==> config.mk <==
export PLATFORM = sky130hd
export DESIGN_NAME = ram_arbiter_flat
export DESIGN_NICKNAME = d
export VERILOG_FILES = /design/src/rtl/mem_pkg.sv /design/src/rtl/ram_arbiter_if.sv /design/src/rtl/ram_arb_prio.sv /design/src/rtl/ram_arbiter.sv /design/src/flat_wrapper.sv
export SDC_FILE = /design/constraint.sdc
export NUM_CORES = 1
export LEC_CHECK = 0
export ABC_AREA = 1
export CAP_MARGIN = 20
export CORE_MARGIN = 5
export CORE_UTILIZATION = 37
export DETAILED_ROUTE_END_ITERATION = 10
export PLACE_DENSITY_LB_ADDON = 0.1
export SLEW_MARGIN = 20
export SYNTH_ARGS = -nofsm -noshare
export SYNTH_HDL_FRONTEND = slang
export SYNTH_HIERARCHICAL = 1
export SYNTH_SLANG_ARGS = --single-unit
export TNS_END_PERCENT = 1
==> constraint.sdc <==
create_clock -name clk -period 5.7 [get_ports clk]
set_input_delay 1.14 -clock clk [delete_from_list [all_inputs] [get_ports clk]]
set_output_delay 1.14 -clock clk [all_outputs]
set_load 0.02 [all_outputs]
==> src/rtl/mem_pkg.sv <==
// Shared types and constants for the single-port RAM arbiter.
// The port enum doubles as the bit index into the request and grant vectors.
package mem_pkg;

  localparam int DATA_W = 32;

  typedef enum logic [0:0] {
    PORT_IF = 1'b0,
    PORT_LS = 1'b1
  } mem_port_e;

  typedef struct packed {
    logic              we;
    logic [DATA_W-1:0] addr;
    logic [DATA_W-1:0] wdata;
  } mem_req_t;

endpackage

==> src/rtl/ram_arbiter_if.sv <==
// Bundle of the two core request ports plus the RAM pins owned by the arbiter.
// The master modport is the core side, slave is the arbiter, mem is the RAM.
interface ram_arbiter_if #(
  parameter int DATA_W = mem_pkg::DATA_W
);

  logic              m0_req;
  logic [DATA_W-1:0] m0_addr;
  logic              m0_ready;
  logic              m0_rvalid;
  logic [DATA_W-1:0] m0_rdata;

  logic              m1_req;
  logic              m1_we;
  logic [DATA_W-1:0] m1_addr;
  logic [DATA_W-1:0] m1_wdata;
  logic              m1_ready;
  logic              m1_rvalid;
  logic [DATA_W-1:0] m1_rdata;

  logic [DATA_W-1:0] ram_addr;
  logic              ram_we;
  logic [DATA_W-1:0] ram_data_in;
  logic [DATA_W-1:0] ram_data_out;

  modport master (
    output m0_req, m0_addr,
    input  m0_ready, m0_rvalid, m0_rdata,
    output m1_req, m1_we, m1_addr, m1_wdata,
    input  m1_ready, m1_rvalid, m1_rdata
  );

  modport slave (
    input  m0_req, m0_addr,
    output m0_ready, m0_rvalid, m0_rdata,
    input  m1_req, m1_we, m1_addr, m1_wdata,
    output m1_ready, m1_rvalid, m1_rdata,
    output ram_addr, ram_we, ram_data_in,
    input  ram_data_out
  );

  modport mem (
    input  ram_addr, ram_we, ram_data_in,
    output ram_data_out
  );

endinterface

==> src/rtl/ram_arb_prio.sv <==
// Fixed-priority grant (load/store wins) with a saturating starvation counter
// that hands the fetch port one grant after STARVE_LIMIT consecutive losses.
module ram_arb_prio #(
  parameter int STARVE_LIMIT = 4
) (
  input  logic       clk,
  input  logic       rst,
  input  logic [1:0] i_req,
  output logic [1:0] o_gnt
);
  import mem_pkg::*;

  localparam int              CNT_W = $clog2(STARVE_LIMIT + 1);
  localparam logic [CNT_W-1:0] LIMIT = CNT_W'(STARVE_LIMIT);

  logic [CNT_W-1:0] r_starve_cnt;
  logic [CNT_W-1:0] w_starve_next;
  logic             w_starved;

  assign w_starved = (r_starve_cnt == LIMIT);

  // Grants are held off during reset so nothing can complete or write.
  always_comb begin
    o_gnt = '0;
    if (!rst) begin
      if (i_req[PORT_LS] && !(i_req[PORT_IF] && w_starved)) begin
        o_gnt[PORT_LS] = 1'b1;
      end else if (i_req[PORT_IF]) begin
        o_gnt[PORT_IF] = 1'b1;
      end
    end
  end

  always_comb begin
    w_starve_next = r_starve_cnt;
    if (o_gnt[PORT_IF] || !i_req[PORT_IF]) begin
      w_starve_next = '0;
    end else if (o_gnt[PORT_LS] && !w_starved) begin
      w_starve_next = r_starve_cnt + CNT_W'(1);
    end
  end

  always_ff @(posedge clk or posedge rst) begin
    if (rst) begin
      r_starve_cnt <= '0;
    end else begin
      r_starve_cnt <= w_starve_next;
    end
  end

endmodule

==> src/rtl/ram_arbiter.sv <==
// Shares one single-port RAM between instruction fetch (port 0, read-only)
// and load/store (port 1); drives every RAM pin and registers read responses.
module ram_arbiter #(
  parameter int DATA_W       = 32,
  parameter int STARVE_LIMIT = 4
) (
  input logic          clk,
  input logic          rst,
  ram_arbiter_if.slave bus
);

  logic [1:0]        w_req;
  logic [1:0]        w_gnt;
  logic              w_rd1;
  logic [DATA_W-1:0] r_rdata0;
  logic [DATA_W-1:0] r_rdata1;
  logic              r_rvalid0;
  logic              r_rvalid1;

  assign w_req[mem_pkg::PORT_IF] = bus.m0_req;
  assign w_req[mem_pkg::PORT_LS] = bus.m1_req;

  ram_arb_prio #(
    .STARVE_LIMIT(STARVE_LIMIT)
  ) u_prio (
    .clk   (clk),
    .rst   (rst),
    .i_req (w_req),
    .o_gnt (w_gnt)
  );

  assign bus.m0_ready = w_gnt[mem_pkg::PORT_IF];
  assign bus.m1_ready = w_gnt[mem_pkg::PORT_LS];

  // Idle RAM pins park at zero so the bus is quiet when nobody is granted.
  always_comb begin
    bus.ram_addr    = '0;
    bus.ram_we      = 1'b0;
    bus.ram_data_in = '0;
    if (w_gnt[mem_pkg::PORT_LS]) begin
      bus.ram_addr    = bus.m1_addr;
      bus.ram_we      = bus.m1_we;
      bus.ram_data_in = bus.m1_wdata;
    end else if (w_gnt[mem_pkg::PORT_IF]) begin
      bus.ram_addr = bus.m0_addr;
    end
  end

  assign w_rd1 = w_gnt[mem_pkg::PORT_LS] && !bus.m1_we;

  always_ff @(posedge clk or posedge rst) begin
    if (rst) begin
      r_rvalid0 <= 1'b0;
      r_rdata0  <= '0;
    end else begin
      r_rvalid0 <= w_gnt[mem_pkg::PORT_IF];
      if (w_gnt[mem_pkg::PORT_IF]) begin
        r_rdata0 <= bus.ram_data_out;
      end
    end
  end

  always_ff @(posedge clk or posedge rst) begin
    if (rst) begin
      r_rvalid1 <= 1'b0;
      r_rdata1  <= '0;
    end else begin
      r_rvalid1 <= w_rd1;
      if (w_rd1) begin
        r_rdata1 <= bus.ram_data_out;
      end
    end
  end

  assign bus.m0_rvalid = r_rvalid0;
  assign bus.m0_rdata  = r_rdata0;
  assign bus.m1_rvalid = r_rvalid1;
  assign bus.m1_rdata  = r_rdata1;

endmodule

==> src/flat_wrapper.sv <==
// flat-port wrapper written by rule: the top's interface ports become plain ports
module ram_arbiter_flat 
#(
  parameter int DATA_W       = 32,
  parameter int STARVE_LIMIT = 4
)
  (clk, rst, bus_m0_req, bus_m0_addr, bus_m0_ready, bus_m0_rvalid, bus_m0_rdata, bus_m1_req, bus_m1_we, bus_m1_addr, bus_m1_wdata, bus_m1_ready, bus_m1_rvalid, bus_m1_rdata, bus_ram_addr, bus_ram_we, bus_ram_data_in, bus_ram_data_out);
  ram_arbiter_if #(.DATA_W(DATA_W)) bus_i ();
  input logic clk;
  input logic rst;
  input wire logic [$bits(bus_i.m0_req)-1:0] bus_m0_req;
  input wire logic [$bits(bus_i.m0_addr)-1:0] bus_m0_addr;
  output wire logic [$bits(bus_i.m0_ready)-1:0] bus_m0_ready;
  output wire logic [$bits(bus_i.m0_rvalid)-1:0] bus_m0_rvalid;
  output wire logic [$bits(bus_i.m0_rdata)-1:0] bus_m0_rdata;
  input wire logic [$bits(bus_i.m1_req)-1:0] bus_m1_req;
  input wire logic [$bits(bus_i.m1_we)-1:0] bus_m1_we;
  input wire logic [$bits(bus_i.m1_addr)-1:0] bus_m1_addr;
  input wire logic [$bits(bus_i.m1_wdata)-1:0] bus_m1_wdata;
  output wire logic [$bits(bus_i.m1_ready)-1:0] bus_m1_ready;
  output wire logic [$bits(bus_i.m1_rvalid)-1:0] bus_m1_rvalid;
  output wire logic [$bits(bus_i.m1_rdata)-1:0] bus_m1_rdata;
  output wire logic [$bits(bus_i.ram_addr)-1:0] bus_ram_addr;
  output wire logic [$bits(bus_i.ram_we)-1:0] bus_ram_we;
  output wire logic [$bits(bus_i.ram_data_in)-1:0] bus_ram_data_in;
  input wire logic [$bits(bus_i.ram_data_out)-1:0] bus_ram_data_out;
  assign bus_i.m0_req = bus_m0_req;
  assign bus_i.m0_addr = bus_m0_addr;
  assign bus_m0_ready = bus_i.m0_ready;
  assign bus_m0_rvalid = bus_i.m0_rvalid;
  assign bus_m0_rdata = bus_i.m0_rdata;
  assign bus_i.m1_req = bus_m1_req;
  assign bus_i.m1_we = bus_m1_we;
  assign bus_i.m1_addr = bus_m1_addr;
  assign bus_i.m1_wdata = bus_m1_wdata;
  assign bus_m1_ready = bus_i.m1_ready;
  assign bus_m1_rvalid = bus_i.m1_rvalid;
  assign bus_m1_rdata = bus_i.m1_rdata;
  assign bus_ram_addr = bus_i.ram_addr;
  assign bus_ram_we = bus_i.ram_we;
  assign bus_ram_data_in = bus_i.ram_data_in;
  assign bus_i.ram_data_out = bus_ram_data_out;
  ram_arbiter #(.DATA_W(DATA_W), .STARVE_LIMIT(STARVE_LIMIT)) u_core (.clk(clk), .rst(rst), .bus(bus_i));
endmodule
==> metrics.txt <==
WP data required=about 4600 ps; antenna violations before repair=0; synthesis-stage register bit count=between 60 and 70; skew final=~13 ps; cell area after layout=about 6400 um^2; die area=~12000 um^2; Setup crit start=bus_m0_req; Post-CTS Hold Buffers=0; chip width=between 100 and 150 um; setup bufs post-CTS=0; crit path buf inv count=2; Clock transition at path regs=about 70 ps; Setup CP Type=in -> out; first-pass GRT wire length=around 20 mm; Layout fillers=831; post-layout minimum cycle time=about 4700 ps; clock latency on the worst-skew pair=around 340 ps; max-slew violations=0; CTS Root Buffer Type=clkbuf_8; Max Fclk=0.212 GHz; Worst-Margin Slew=approximately 860 ps; Core Util, Final=about two thirds; area grow syn2layout=77.5%; GR Util met2=38.7%; CP max FO=34; Initial DRT Pass Iterations=4; CTS sink cnt=69; synthesized area=between 3000 and 4000 um^2; critical path's largest stage delay=660 ps; initial detailed-routing violation count=~230; Pwr Density=243 nW/um^2; Worst path slowest cell=nor2_4; Reg2Reg Setup Slack=around 3000 ps; VDD IR max=roughly 0.13 mV; Yosys cell types=18; IO buf count=~270; Largest delay share family, worst path=simple AND/OR/NAND/NOR gates; setup violators final=0; Post-Route WL=13.4 mm; met3 usage=about 7.5%; largest net degree at the start of global routing=100; worst r2r src=u_core/u_prio/r_starve_cnt[0]$_DFFE_PP0P_; Die Y-Extent=109 um; Wirelength per Cell=15.3 um; crit path DAT=around 3600 ps; # DRC=0; ANT cells=0; io pins=between 200 and 300; syn nets=around 620; grt ovf=0; Post-Layout Cell Count=872; Reg2Reg Depth=8; H-Tree Depth=3; hpwl dp=between 10 and 15 mm; Syn Area/Cell=roughly 7.5 um^2; Nets=869; RSZ-0062 raised after global routing=false; core area=9680 um^2; share of cells above drive strength 1=under 10%; vias in the first global route=around 4000; # rows=36; Num CTS Buffers=9; final-report hold violation count=0; CP cell instances=clkdlybuf4s50_1, nand3_1, nand2_2, nand2_1, nor2_4, nand3_1, nand2_1, clkdlybuf4s50_1; GRT busiest layer=met2; CP endpoint kind=primary output; Vias=about 4000; Multi-input gate area=1370 um^2; Antenna Nets Post-Route=0; Final TNS setup=0 ps; CTS resizes=0; Global Route Usage Sum=a little over a fifth; dpl cell area=roughly 6200 um^2; RD Place Congestion=between 0.8 and 0.9; Pleak=roughly 0.0032 uW; hold_ws=472 ps; DR vias/cell=4.54; Hold WC Path Type=reg -> reg; CP Depth=8; clock buffer depth=2; status=finished clean; Worst setup SP type=input pin; fin crit share=between 80 and 90%; relative slew slack=between 40% and 50%; met1 Resource Use GR=24.2%; placed insts=856; Syn Inst Count=roughly 490; Starting Density=37.5%; CTS tree=yes; Ys Warns=6; sequential-to-total area share from yosys stat=between 40% and 50%; Storage cell area=approximately 1700 um^2; max-cap violations=0; R2R Path End=u_core/bus.m0_rdata[23]$_DFFE_PP0P_; Worst setup endpoint=bus_ram_addr[10]
-- sequential cells by signal (all words and copies together) (netlist names) --
name,cells
u_core/bus.m0_rvalid,1
u_core/bus.m0_rdata,32
u_core/bus.m1_rvalid,1
u_core/u_prio/r_starve_cnt,3
u_core/bus.m1_rdata,32
-- cells in the mapped netlist --
library cell	count	area [um^2]
nand3_2	10	100
nand3_1	57	285
clkbuf_2	2	10.0
o21ai_2	1	8.76
o21ai_0	32	160
nand2_2	2	12.5
buf_4	6	45.0
buf_6	9	101
dfrtp_1	69	1730
inv_1	75	282
ha_1	2	25.0
buf_8	2	30.0
o21ai_1	2	10.0
nand2_1	200	751
a21oi_1	1	5.00
inv_2	2	7.51
buf_2	12	60.1
nor2_1	2	7.51
-- layout make-up --
cell class	instances	area share [%]
Timing Repair Buffer	268	41.7
Sequential cell	69	26.8
Multi-Input combinational cell	309	21.3
Inverter	77	4.49
Tap cell	133	2.58
Clock buffer	9	1.92
Clock inverter	7	1.15
-- power breakdown --
part	internal, uW	switching, uW	total, uW
Combinational	282	283	565
Clock	204	193	397
Sequential	565	40.8	606
-- worst reg2reg max path, cell delays in order (launching register included) --
cell and delay (ps):
dfrtp_1 390, inv_1 100, ha_1 160, nand3_1 110, nand2_2 110, nand2_1 90
nor2_4 660, buf_4 620, o21ai_0 230
-- cells by family after synthesis --
kind of cell	after synthesis	synth area share, %
buffers and inverters	108	14.8
DFF	69	47.6
and+or+nand+nor	271	31.9
AOI/OAI and AO/OA	36	5.07
adders and majority gates	2	0.690
-- per-stage QoR --
step / worst slack (ps) / power [uW]
3_5_place_dp: 971 / 1190
3_3_place_gp: 1040 / 1180
6_report: 983 / 1570
5_1_grt: 783 / 1650
4_1_cts: 973 / 1590
2_1_floorplan: 2160 / 854
-- metal layers --
layer | part of all wire, % | wire length, um
met5 | 0 | 0
met3 | 8.4 | 1120
met4 | 2.5 | 330
met1 | 38 | 5040
met2 | 51 | 6870
-- worst min-delay path by stage --
stage                                               from                                        end  slack [ps]  cells past startpoint
2_1_floorplan  u_core/u_prio/r_starve_cnt[1]$_DFFE_PP0P_  u_core/u_prio/r_starve_cnt[1]$_DFFE_PP0P_         480                      2
3_3_place_gp         u_core/bus.m1_rdata[24]$_DFFE_PP0P_        u_core/bus.m1_rdata[24]$_DFFE_PP0P_         450                      2
3_5_place_dp         u_core/bus.m1_rdata[23]$_DFFE_PP0P_        u_core/bus.m1_rdata[23]$_DFFE_PP0P_         460                      2
4_1_cts              u_core/bus.m1_rdata[23]$_DFFE_PP0P_        u_core/bus.m1_rdata[23]$_DFFE_PP0P_         470                      2
5_1_grt              u_core/bus.m1_rdata[31]$_DFFE_PP0P_        u_core/bus.m1_rdata[31]$_DFFE_PP0P_         500                      2
6_report             u_core/bus.m1_rdata[23]$_DFFE_PP0P_        u_core/bus.m1_rdata[23]$_DFFE_PP0P_         470                      2
-- placed cells by master, fill, tap and decap left out --
cell,n
clkdlybuf4s50_1,265
dfrtp_1,69
a21oi_1,1
nand3_1,57
buf_12,1
inv_6,2
o21ai_1,2
o21ai_2,1
clkinvlp_4,1
nand3_2,10
ha_1,2
clkinv_4,1
o21ai_0,32
nor2_4,1
clkinv_2,2
inv_1,73
bufinv_16,1
nor2_1,1
inv_2,4
buf_4,2
nand2_2,2
nand2_1,200
clkbuf_8,9
(Power assumes the default switching activity.)
